[src/rtl/div_pkg.sv]
// Shared types for the iterative divider: FSM state encoding.
package div_pkg;

  localparam int DIV_STATE_W = 2;

  typedef enum logic [DIV_STATE_W-1:0] {
    IDLE = 2'd0,
    CALC = 2'd1,
    FIX  = 2'd2,
    DONE = 2'd3
  } div_state_t;

endpackage

[src/rtl/div_lzc.sv]
// Combinational leading-zero count; all-zero input yields WIDTH.
module div_lzc #(
  parameter int WIDTH = 32
) (
  input  logic [WIDTH-1:0]           a,
  output logic [$clog2(WIDTH+1)-1:0] lz
);

  localparam int CNT_W = $clog2(WIDTH+1);

  logic found;

  always_comb begin
    lz    = '0;
    found = 1'b0;
    for (int unsigned i = 0; i < WIDTH; i++) begin
      if (!found) begin
        if (a[WIDTH-1-i]) found = 1'b1;
        else              lz    = lz + CNT_W'(1);
      end
    end
  end

endmodule

[src/rtl/iter_div_pipe.sv]
// Radix-2 restoring iterative divider, signed/unsigned, valid/ready on both sides.
// Define DIV_EARLY_OUT_EN to skip leading-zero iterations of the dividend magnitude.
module iter_div_pipe
  import div_pkg::*;
#(
  parameter int WIDTH = 32
) (
  input  logic             clk,
  input  logic             resetn,
  input  logic             in_valid,
  output logic             in_ready,
  input  logic             div_signed,
  input  logic [WIDTH-1:0] x,
  input  logic [WIDTH-1:0] y,
  output logic             out_valid,
  input  logic             out_ready,
  output logic [WIDTH-1:0] q,
  output logic [WIDTH-1:0] r,
  output logic             dz
);

  localparam int CNT_W = $clog2(WIDTH+1);

  div_state_t       state;
  logic [WIDTH-1:0] dvd, rem, dsr;
  logic [CNT_W-1:0] count;
  logic             s_sgn, s_x, s_y;

  logic             accept;
  logic [WIDTH-1:0] neg_a_in, neg_b_in, neg_a, neg_b;
  logic [WIDTH-1:0] abs_x, abs_y, init_dvd;
  logic [CNT_W-1:0] init_n;
  logic [WIDTH+1:0] diff;
  logic             borrow;

  assign in_ready  = (state == IDLE);
  assign out_valid = (state == DONE);
  assign accept    = in_valid && in_ready;

  // One pair of negators serves both operand-abs at accept and result sign fix in FIX.
  always_comb begin
    neg_a_in = (state == FIX) ? dvd : x;
    neg_b_in = (state == FIX) ? rem : y;
    neg_a    = -neg_a_in;
    neg_b    = -neg_b_in;
    abs_x    = (div_signed && x[WIDTH-1]) ? neg_a : x;
    abs_y    = (div_signed && y[WIDTH-1]) ? neg_b : y;
  end

`ifdef DIV_EARLY_OUT_EN
  logic [CNT_W-1:0] lz;

  div_lzc #(.WIDTH(WIDTH)) u_lzc (
    .a  (abs_x),
    .lz (lz)
  );

  assign init_dvd = abs_x << lz;
  assign init_n   = CNT_W'(WIDTH) - lz;
`else
  assign init_dvd = abs_x;
  assign init_n   = CNT_W'(WIDTH);
`endif

  // Quotient bits shift into the bottom of dvd as the dividend shifts out the top.
  always_comb begin
    diff   = {1'b0, rem, dvd[WIDTH-1]} - {2'b00, dsr};
    borrow = diff[WIDTH+1];
  end

  always_ff @(posedge clk or negedge resetn) begin
    if (!resetn) begin
      state <= IDLE;
      dvd   <= '0;
      rem   <= '0;
      dsr   <= '0;
      count <= '0;
      s_sgn <= 1'b0;
      s_x   <= 1'b0;
      s_y   <= 1'b0;
      q     <= '0;
      r     <= '0;
      dz    <= 1'b0;
    end else begin
      case (state)
        IDLE: begin
          if (accept) begin
            s_sgn <= div_signed;
            s_x   <= x[WIDTH-1];
            s_y   <= y[WIDTH-1];
            dsr   <= abs_y;
            dvd   <= init_dvd;
            rem   <= '0;
            count <= init_n;
            if (y == '0) begin
              q     <= '1;
              r     <= x;
              dz    <= 1'b1;
              state <= DONE;
            end else if (init_n == '0) begin
              state <= FIX;
            end else begin
              state <= CALC;
            end
          end
        end
        CALC: begin
          rem   <= borrow ? {rem[WIDTH-2:0], dvd[WIDTH-1]} : diff[WIDTH-1:0];
          dvd   <= {dvd[WIDTH-2:0], ~borrow};
          count <= count - CNT_W'(1);
          if (count == CNT_W'(1)) state <= FIX;
        end
        FIX: begin
          q     <= (s_sgn && (s_x ^ s_y)) ? neg_a : dvd;
          r     <= (s_sgn && s_x) ? neg_b : rem;
          dz    <= 1'b0;
          state <= DONE;
        end
        DONE: begin
          if (out_ready) state <= IDLE;
        end
        default: state <= IDLE;
      endcase
    end
  end

endmodule
[config.mk]
export PLATFORM = sky130hd
export DESIGN_NAME = iter_div_pipe
export DESIGN_NICKNAME = d
export VERILOG_FILES = /design/src/rtl/div_pkg.sv /design/src/rtl/div_lzc.sv /design/src/rtl/iter_div_pipe.sv
export SDC_FILE = /design/constraint.sdc
export NUM_CORES = 1
export LEC_CHECK = 0
export BUFFER_PORTS_ARGS = -buffer_cell sky130_fd_sc_hd__buf_2
export CAP_MARGIN = 20
export CORE_ASPECT_RATIO = 1.25
export CORE_MARGIN = 10
export CORE_UTILIZATION = 47
export DETAILED_ROUTE_END_ITERATION = 10
export PLACE_DENSITY = 0.66
export SLEW_MARGIN = 5
export SYNTH_ARGS = -nofsm -noshare
export SYNTH_HDL_FRONTEND = slang
export SYNTH_SLANG_ARGS = --single-unit
[constraint.sdc]
create_clock -name clk -period 5.9 [get_ports clk]
set_clock_uncertainty 0.15 [all_clocks]
set_input_delay 0.295 -clock clk [delete_from_list [all_inputs] [get_ports clk]]
set_output_delay 0.295 -clock clk [all_outputs]
set_load 0.05 [all_outputs]
==> flow_metrics.py, run 1 <==
metrics = {
    "grt": {
        "grt_max_degree": 77,
        "grt_pass1_wl_mm": 68.4,
        "grt_use_total_pct": 23.9,
        "grt_pass1_vias": 12300,
        "overflow": 0,
        "antenna_found_initial": 1,
    },
    "flow_run": {
        "drv_cap": 0,
    },
    "sta": {
        "post-route-period-util_pct": 75.7,
        "fin_ws_ns": 1.44,
        "period_minus_slack_ns": 4.46,
        "tightest_slew_ns": 1.05,
        "finalHoldViolCount": 0,
        "fin_tns_setup_ns": 0,
        "rsz0062_at_grt": "no",
        "hold_ws_ns": 0.0239,
        "finalSetupViolCount": 0,
        "fmax_mhz": 224,
        "maxSlewHeadroom_pct": 30.2,
        "final_max_slew_viol_count": 0,
    },
    "cts": {
        "root_buffer": "clkbuf_16",
        "cts_resized": 0,
        "clock_latency_ns": 0.45,
        "cts.hold.buffers_added": 5,
        "cts_tree": "done",
        "clk_path_buf_depth": 2,
        "clkSlewWorstSetupHoldPaths_ns": 0.07,
        "cts_setup_buffers": 0,
        "cts_sinks": 172,
        "h-tree-depth": 4,
        "numCtsBuffers": 17,
    },
    "logic_synthesis": {
        "syn_area_per_cell_sq_um": 8.04,
        "netlist_area_sq_um": 13400,
        "yosysMostFrequentCell": "nand2_1",
        "ys_ff_latch": 172,
        "yosysTopAreaCell": "dfrtp_1",
        "synth_edf_count": 0,
        "netlist.area_leader.share_pct": 32.1,
        "ys.flop_type": "dfrtp_1",
        "yosysUniqueCellTypes": 91,
        "ys.warnings.count": 0,
        "async_reset_ff_share_pct": 100,
        "synth_top_cells_by_count": "203 x nand2_1, 172 x dfrtp_1, 156 x nor2_1",
        "syn_nets": 1779,
        "ys_seq_area_share_pct": 32.1,
        "syn_inst": 1669,
        "yosys-top-cells-area": "dfrtp_1 32%, nand2_1 5.7%, o21ai_0 5.5%",
    },
    "floorplanning": {
        "rows": 69,
        "initial_core_util_pct": 47.4,
        "io_pins": 136,
        "die_height_um": 209,
        "die_area_sq_um": 35800,
        "coreArea_sq_um": 28300,
        "die_w_um": 171,
    },
    "route": {
        "ant_nets": 0,
        "drtPass1Iterations": 5,
        "wire_per_inst_um": 20.6,
        "drt-initial-drc-count": 1157,
        "vias_per_cell": 6.06,
        "vias": 12700,
        "drc": 0,
        "wl_mm": 43.2,
    },
    "hold_path": {
        "worstHoldEndpoint": "s_sgn$_DFFE_PN0P_",
        "hold_path_class": "input port to register",
        "hp-start": "div_signed",
        "worst_hold_path.num_cells": 3,
    },
    "power_and_ir_drop": {
        "leakagePower_nw": 6.15,
        "power.density_nw_per_um2": 171,
        "ir_worst_vdd_mv": 0.209,
    },
    "worst_setup_path": {
        "start_kind": "register",
        "cp.arrival_ns": 4.65,
        "crit_required_ns": 6.09,
        "crit_type": "register to register",
        "reg2reg_from": "state[0]$_DFFE_PN0P_",
        "r2r_setup_slack_ns": 1.44,
        "cp_max_fo": 64,
        "endpoint_kind": "register",
        "reg2regPathDepth": 12,
        "worstReg2RegEnd": "dsr[26]$_DFFE_PN0P_",
    },
    "layout": {
        "fill_cells": 2680,
        "drive_gt1_share_pct": 14.5,
        "area_delta_synth_final_pct": 10.7,
        "nets": 1833,
    },
    "status": {
        "status": "finished clean",
    },
    "placement": {
        "io_buffers": 135,
        "dp_hpwl_mm": 31.8,
        "pre_cts_slack_ns": 1.46,
        "place_congestion": 0.922,
    },
}
## per-stage QoR
step                power [W]  std cells  utilization (%)  cell area [sq um]
floorplan             0.00129       1669                -              13400
global placement      0.00139       2054             50.2              14200
detailed placement    0.00139       2054             50.2              14200
CTS                   0.00255       2091             52.4              14900
global route          0.00262       2092             52.5              14900
finish                0.00254       2092             52.5              14900
## registers in the layout (all words and copies together) (netlist names)
register / count
state: 2
r: 32
s_y: 1
q: 32
dvd: 32
s_x: 1
count: 6
rem: 32
dsr: 32
s_sgn: 1
dz: 1
## where the power goes
group	internal (W)	switching, W	total [W]
combinational	0.0000648	0.000133	0.000197
clock	0.000611	0.000550	0.00116
sequential	0.00118	0.000000151	0.00118
## per-layer routing
| metal | GRT usage [%] | wire length (um) |
|---|---|---|
| met1 | 30.5 | 18400 |
| met2 | 40.4 | 20900 |
| met3 | 2.79 | 2620 |
| met4 | 8.62 | 1220 |
| met5 | 0 | 0 |
## cell families (layout without fill, tap and decap cells)
| family | after synthesis | after routing | share of synthesized area [%] |
|---|---|---|---|
| compound gates | 511 | 511 | 24.2 |
| xor+xnor | 142 | 142 | 9.27 |
| fa+ha+maj | 41 | 41 | 3.88 |
| buf+inv | 184 | 251 | 5.73 |
| flops | 172 | 172 | 32.1 |
| mux | 52 | 52 | 4.01 |
| other cells | 0 | 1 | 0 |
| simple gates | 567 | 567 | 20.9 |
## critical path, stage by stage (launching register included)
cell and delay, ns:
dfrtp_1 0.40, inv_1 0.15, ha_4 0.68, buf_4 0.53, nor3b_1 0.35, o21ai_2 0.16
a211o_4 0.34, nor4_2 0.34, nand2_1 0.23, nor4_4 0.36, mux2_1 0.35, o221ai_1 0.16
a21oi_1 0.09
## cell usage in the layout (no fill, tap or decap), drive strengths merged, types with 21 or more instances in the layout
master	netlist	routed
a21oi	108	108
a22oi	25	25
a31oi	21	21
buf	45	158
dfrtp	172	172
ha	40	40
inv	56	62
mux2i	44	44
nand2	204	204
nand3	26	26
nor2	158	158
nor3	54	54
nor3b	23	23
o21ai	163	163
o22a	21	21
o22ai	31	31
xnor2	79	79
xor2	63	63
## final cells by class
class	instances	area (sq um)	share of cell area, %
antenna	1	2.50	0.0168
clock buffer	18	439	2.96
clock inverter	14	154	1.04
inverter	56	210	1.42
multi-input combinational	1313	8390	56.5
sequential	172	4300	29.0
tap	355	444	2.99
timing repair buffer	163	905	6.09
## worst max path at each step
stage / from / endpoint / slack (ns)
CTS: state[0]$_DFFE_PN0P_ / dsr[26]$_DFFE_PN0P_ / 1.46
global placement: state[0]$_DFFE_PN0P_ / dsr[26]$_DFFE_PN0P_ / 1.55
floorplan: state[0]$_DFFE_PN0P_ / dsr[26]$_DFFE_PN0P_ / 0.82
finish: state[0]$_DFFE_PN0P_ / dsr[26]$_DFFE_PN0P_ / 1.44
detailed placement: state[0]$_DFFE_PN0P_ / dsr[26]$_DFFE_PN0P_ / 1.46
global route: state[0]$_DFFE_PN0P_ / dsr[26]$_DFFE_PN0P_ / 1.15
Note: power is estimated with default switching activity, not from simulation.
==> run 2, diff against run 1 <==
==> constraint.sdc (replaced) <==
create_clock -name clk -period 4.4 [get_ports clk]
set_clock_uncertainty 0.15 [all_clocks]
set_input_delay 0.22 -clock clk [delete_from_list [all_inputs] [get_ports clk]]
set_output_delay 0.22 -clock clk [all_outputs]
set_load 0.05 [all_outputs]
==> run 2 against run 1 <==
  * Global-route usage grew 0.42 points
  * Non-clock buffer count grew 44
  * Critical path depth unchanged
  * Routed wire length up 2.0%
  * Die area did not move
  * Register-to-register slack worse by 1.1 ns
  * Count of clock-buffer cells in the layout grew 1
  * Largest cell class unchanged
==> flow_metrics.py, run 2 (synthesis results as in run 1) <==
metrics = {
    "status": {
        "status": "finished clean",
    },
    "hold_path": {
        "worstHoldEndpoint": "r[6]$_DFFE_PN0P_",
        "worst_hold_path.num_cells": 3,
        "hp-start": "x[6]",
        "hold_path_class": "input port to register",
    },
    "power_and_ir_drop": {
        "power.density_nw_per_um2": 228,
        "leakagePower_nw": 6.40,
        "ir_worst_vdd_mv": 0.175,
    },
    "route": {
        "vias": 12900,
        "wl_mm": 44.0,
        "drc": 0,
        "drt-initial-drc-count": 923,
        "vias_per_cell": 6.06,
        "drtPass1Iterations": 5,
        "ant_nets": 0,
        "wire_per_inst_um": 20.6,
    },
    "cts": {
        "cts_setup_buffers": 0,
        "clkSlewWorstSetupHoldPaths_ns": 0.07,
        "cts_tree": "done",
        "cts_sinks": 172,
        "h-tree-depth": 4,
        "numCtsBuffers": 17,
        "clock_latency_ns": 0.45,
        "root_buffer": "clkbuf_16",
        "clk_path_buf_depth": 2,
        "cts_resized": 0,
        "cts.hold.buffers_added": 30,
    },
    "flow_run": {
        "drv_cap": 0,
    },
    "sta": {
        "finalSetupViolCount": 0,
        "tightest_slew_ns": 1.03,
        "period_minus_slack_ns": 4.05,
        "maxSlewHeadroom_pct": 31.6,
        "final_max_slew_viol_count": 0,
        "fin_ws_ns": 0.348,
        "rsz0062_at_grt": "no",
        "post-route-period-util_pct": 92.1,
        "fin_tns_setup_ns": 0,
        "finalHoldViolCount": 0,
        "fmax_mhz": 247,
    },
    "worst_setup_path": {
        "start_kind": "register",
        "worstReg2RegEnd": "dvd[29]$_DFFE_PN0P_",
        "crit_type": "register to register",
        "r2r_setup_slack_ns": 0.35,
        "reg2regPathDepth": 12,
        "crit_required_ns": 4.60,
        "cp.arrival_ns": 4.25,
        "cp_max_fo": 47,
        "endpoint_kind": "register",
        "reg2reg_from": "state[0]$_DFFE_PN0P_",
    },
    "floorplanning": {
        "die_w_um": 171,
        "die_height_um": 209,
        "coreArea_sq_um": 28300,
        "die_area_sq_um": 35800,
        "initial_core_util_pct": 47.4,
        "rows": 69,
        "io_pins": 136,
    },
    "grt": {
        "overflow": 0,
        "antenna_found_initial": 0,
        "grt_pass1_wl_mm": 69.5,
        "grt_pass1_vias": 12500,
        "grt_use_total_pct": 24.3,
        "grt_max_degree": 94,
    },
    "placement": {
        "postPlaceCellArea_sq_um": 14400,
        "io_buffers": 135,
        "place_congestion": 0.939,
        "pre_cts_slack_ns": 0.383,
        "dp_hpwl_mm": 32.4,
    },
    "layout": {
        "drive_gt1_share_pct": 15.4,
        "diodes": 0,
        "fin_util_pct": 54.2,
        "fill_cells": 2710,
        "final_area_sq_um": 15300,
        "final_common_cell": "nand2_1",
        "layout_common_cells": "202 x nand2_1, 172 x dfrtp_1, 155 x nor2_1, 147 x o21ai_0, 134 x buf_2",
        "area_delta_synth_final_pct": 14.3,
        "nets": 1877,
    },
}
[run 2: worst max-delay path by stage]
stage | startpoint | end | slack [ns] | cells past startpoint
after floorplan | state[0]$_DFFE_PN0P_ | r[28]$_DFFE_PN0P_ | 0.03 | 23
after CTS | state[0]$_DFFE_PN0P_ | dvd[29]$_DFFE_PN0P_ | 0.37 | 12
after global placement | state[0]$_DFFE_PN0P_ | dvd[31]$_DFFE_PN0P_ | 0.46 | 12
after global routing | state[0]$_DFFE_PN0P_ | dvd[29]$_DFFE_PN0P_ | 0.01 | 12
final | state[0]$_DFFE_PN0P_ | dvd[29]$_DFFE_PN0P_ | 0.35 | 12
after detailed placement | state[0]$_DFFE_PN0P_ | dvd[29]$_DFFE_PN0P_ | 0.38 | 12
[run 2: through the flow]
stage,total power [W],instances,hold slack (ns)
after floorplan,0.00173,1669,-0.226
final,0.00349,2135,0.0149
after CTS,0.00350,2135,0.00154
after global routing,0.00360,2135,0.0210
after detailed placement,0.00187,2073,0.168
after global placement,0.00187,2073,0.164
[run 2: worst max-delay path, stage by stage, from the launching register on]
cell       delay [ns]
dfrtp_1          0.41
inv_1            0.15
ha_4             0.53
buf_4            0.35
nor3b_1          0.25
o221ai_1         0.18
or4_1            0.63
nor2_8           0.22
nand3_2          0.12
a2111oi_2        0.40
mux2i_1          0.24
o31ai_1          0.09
a211oi_1         0.21
[run 2: where the power goes]
part / switching [W] / total, W / leakage, nW / internal, W
combinational: 0.000183 / 0.000288 / 4.10 / 0.000104
clock: 0.000695 / 0.00162 / 0.297 / 0.000928
sequential: 0.000000184 / 0.00158 / 2.01 / 0.00158
total: 0.000878 / 0.00349 / 6.40 / 0.00261
[run 2: metal layers]
metal | part of all wire [%] | track usage, % | vias to the layer above
met5 | 0 | 0 | -
met4 | 3.8 | 11.7 | 0
met3 | 6.5 | 3.43 | 99
met2 | 48 | 39.9 | 516
met1 | 41 | 30.6 | 6168
li1 | - | - | 6153
[run 2: area by class of cell]
cell class                      count  area [sq um]  area share, %
Tap cell                          355           444           2.90
Sequential cell                   172          4300           28.1
Multi-Input combinational cell   1313          8430           55.0
Clock buffer                       19           453           2.95
Inverter                           56           210           1.37
Timing Repair Buffer              207          1340           8.70
Clock inverter                     13           163           1.06
==> run 3, diff against run 2 <==
--- a/config.mk
+++ b/config.mk
@@ -5,6 +5,7 @@
 export SDC_FILE = /design/constraint.sdc
 export NUM_CORES = 1
 export LEC_CHECK = 0
+export ABC_AREA = 1
 export BUFFER_PORTS_ARGS = -buffer_cell sky130_fd_sc_hd__buf_2
 export CAP_MARGIN = 20
 export CORE_ASPECT_RATIO = 1.25
==> run 3 against run 2 <==
  * Maximum frequency is 15% higher
  * Register-to-register slack better by 0.53 ns
  * Sequential share of layout area decreased by 1.6 points
  * Combinational power rose to 31 times the previous value
  * Power grew to 3.8 times the previous value
  * Synthesized cell count increased by 38%
==> flow_metrics.py, run 3 <==
metrics = {
    "layout": {
        "layout_common_cells": "745 x nand2_1, 285 x inv_1, 274 x nor2_1, 211 x a21oi_1, 172 x dfrtp_1",
        "instances_no_fill": 2861,
        "multi_input_area_sq_um": 8400,
        "final-seq-area_sq_um": 4300,
        "drive_gt1_share_pct": 10.4,
        "fill_cells": 3150,
        "fin_util_pct": 54.3,
        "area_delta_synth_final_pct": 14.2,
        "final_common_cell": "nand2_1",
        "nets": 2556,
    },
    "sta": {
        "fmax_mhz": 284,
        "post-route-period-util_pct": 80.1,
        "final_max_slew_viol_count": 0,
        "tightest_slew_ns": 1.09,
        "maxSlewHeadroom_pct": 27.2,
        "fin_tns_setup_ns": 0,
        "finalSetupViolCount": 0,
        "finalHoldViolCount": 0,
        "period_minus_slack_ns": 3.52,
        "rsz0062_at_grt": "no",
    },
    "cts": {
        "root_buffer": "clkbuf_16",
        "numCtsBuffers": 17,
        "h-tree-depth": 4,
        "clock_latency_ns": 0.46,
        "cts_tree": "done",
        "cts_sinks": 172,
        "cts_setup_buffers": 0,
        "clkSlewWorstSetupHoldPaths_ns": 0.08,
        "clk_path_buf_depth": 2,
    },
    "logic_synthesis": {
        "netlist_area_sq_um": 14200,
        "synth_top_family_by_area": "simple AND/OR/NAND/NOR gates",
        "netlist.area_leader.share_pct": 30.3,
        "syn_inst": 2311,
        "synth_top_cells_by_count": "745 x nand2_1, 287 x inv_1, 276 x nor2_1",
        "synth_compound_area_share_pct": 16.1,
        "muxShareOfSynthArea_pct": 0.0704,
        "yosys-top-cells-area": "dfrtp_1 30%, nand2_1 20%, inv_1 7.6%",
        "yosysMostFrequentCell": "nand2_1",
        "async_reset_ff_share_pct": 100,
        "synth_edf_count": 0,
        "syn_area_per_cell_sq_um": 6.15,
        "ys.warnings.count": 0,
        "synth-adder-area-share_pct": 3.66,
        "yosysUniqueCellTypes": 41,
        "ys_seq_area_share_pct": 30.3,
        "synth-simple-area-share_pct": 36.5,
        "yosysTopAreaCell": "dfrtp_1",
        "syn_nets": 2421,
        "synth-xor-area-share_pct": 2.52,
        "ys.flop_type": "dfrtp_1",
        "ys_ff_latch": 172,
    },
    "worst_setup_path": {
        "worstPathCellList": "inv_1 > ha_4 > buf_4 > o21ai_1 > inv_1 > ha_1 > nand2_1 > nor2_1 > nand2_2 > nor2_1 > nand2_1 > nand2_1 > nand3_1 > nand2_1 > o21ai_0",
        "crit_cells": 15,
        "crit_type": "register to register",
        "start_kind": "register",
        "cp.arrival_ns": 3.70,
        "critPathMostFrequentCell": "nand2_1",
        "cp_max_fo": 53,
        "cpPeakStageDelay_ns": 0.57,
        "reg2regPathDepth": 15,
        "crit_required_ns": 4.58,
        "cp_top_family": "simple AND/OR/NAND/NOR gates",
        "cp_num_buf_inv": 3,
        "cp_slowest_cell": "ha_4",
        "endpoint_kind": "register",
    },
    "power_and_ir_drop": {
        "ir_worst_vdd_mv": 0.472,
        "leakagePower_nw": 8.00,
        "power.density_nw_per_um2": 822,
    },
    "placement": {
        "dp_hpwl_mm": 42.5,
        "io_buffers": 135,
        "place_congestion": 1.01,
        "numPlacedInstances": 2785,
    },
    "route": {
        "drt-initial-drc-count": 1463,
        "drtPass1Iterations": 5,
        "vias": 15400,
        "ant_nets": 0,
        "drc": 0,
        "wire_per_inst_um": 19.2,
        "vias_per_cell": 5.39,
        "wl_mm": 54.9,
    },
    "floorplanning": {
        "initial_core_util_pct": 47.5,
        "die_area_sq_um": 37700,
        "die_w_um": 176,
        "io_pins": 136,
        "coreArea_sq_um": 29900,
        "rows": 71,
        "die_height_um": 214,
    },
    "grt": {
        "grt_max_degree": 98,
        "grt_pass1_wl_mm": 85.6,
        "antenna_found_initial": 0,
        "overflow": 0,
        "grt_use_total_pct": 28.9,
        "grt_pass1_vias": 15500,
    },
    "flow_run": {
        "drv_cap": 0,
    },
    "hold_path": {
        "hold_path_class": "input port to register",
        "worst_hold_path.num_cells": 3,
    },
    "status": {
        "status": "finished clean",
    },
}
[run 3: changes by cell type after synthesis, moves of 48 or more]
cell / previous run / this run
nand2_1: 203 / 745
inv_1: 54 / 287
nand3_1: 25 / 170
nor2_1: 156 / 276
a21oi_1: 108 / 211
xnor2_1: 79 / 14
o21ai_0: 147 / 99
[run 3: path summary, 6_finish.rpt]
path                                 startpoint                   to  slack [ns]
min in group asynchronous                resetn     q[3]$_DFFE_PN0P_        0.18
hold / removal                             x[2]   dvd[2]$_DFFE_PN0P_        0.02
setup / recovery           state[0]$_DFFE_PN0P_  dsr[26]$_DFFE_PN0P_        0.88
max in group asynchronous                resetn  dsr[28]$_DFFE_PN0P_        2.90
setup reg to reg           state[0]$_DFFE_PN0P_  dsr[26]$_DFFE_PN0P_        0.88
hold reg to reg              dsr[4]$_DFFE_PN0P_   dsr[4]$_DFFE_PN0P_        0.36
[run 3: through the flow]
stage               hold slack (ns)  total power (W)  instance area [sq um]  setup WS, ns
detailed placement            0.135           0.0116                  15200         0.879
global placement              0.137           0.0115                  15200         0.973
finish                       0.0201           0.0134                  16200         0.876
floorplan                    -0.226          0.00922                  14200          1.95
CTS                         0.00197           0.0133                  16200         0.865
global route                 0.0385           0.0145                  16200         0.546
[run 3: per-layer routing]
layer  part of all wire (%)  GRT usage (%)
met1                     40           33.4
met2                     50           50.5
met3                    4.9           3.70
met4                    5.6           16.0
met5                      0              0
[run 3: tightest hold or removal path, delay by kind of cell]
| kind | cells | cell delay [ns] |
|---|---|---|
| buf+inv | 1 | 0.10 |
| compound gates | 2 | 0.27 |
[run 3: where the power goes]
part           leakage (nW)  internal (W)  switching [W]
logic                  5.74       0.00263        0.00627
clock network         0.289      0.000814       0.000775
registers              1.97       0.00232       0.000553
total                  8.00       0.00576        0.00760
[run 3: logic make-up (layout without fill, tap and decap cells)]
| family | count (synthesis) | in the layout |
|---|---|---|
| other | 0 | 1 |
| adders and majority gates | 41 | 41 |
| muxes | 1 | 1 |
| buffers and inverters | 379 | 527 |
| xor gates and xnor gates | 41 | 41 |
| DFF | 172 | 172 |
| and+or+nand+nor | 1263 | 1263 |
| AOI/OAI and AO/OA | 414 | 414 |
[run 3: final cells by class]
class,instances,share of cell area (%)
inverter,293,6.79
clock inverter,15,1.06
multi-input combinational,1760,51.7
timing repair buffer,202,8.22
sequential,172,26.5
tap,401,3.09
antenna,1,0.0154
clock buffer,17,2.62
[run 3: timing repair]
action / in CTS / in global routing
resized for setup: 0 / 0
hold buffers: 42 / 0
endpoints found under the hold margin: 133 / 0
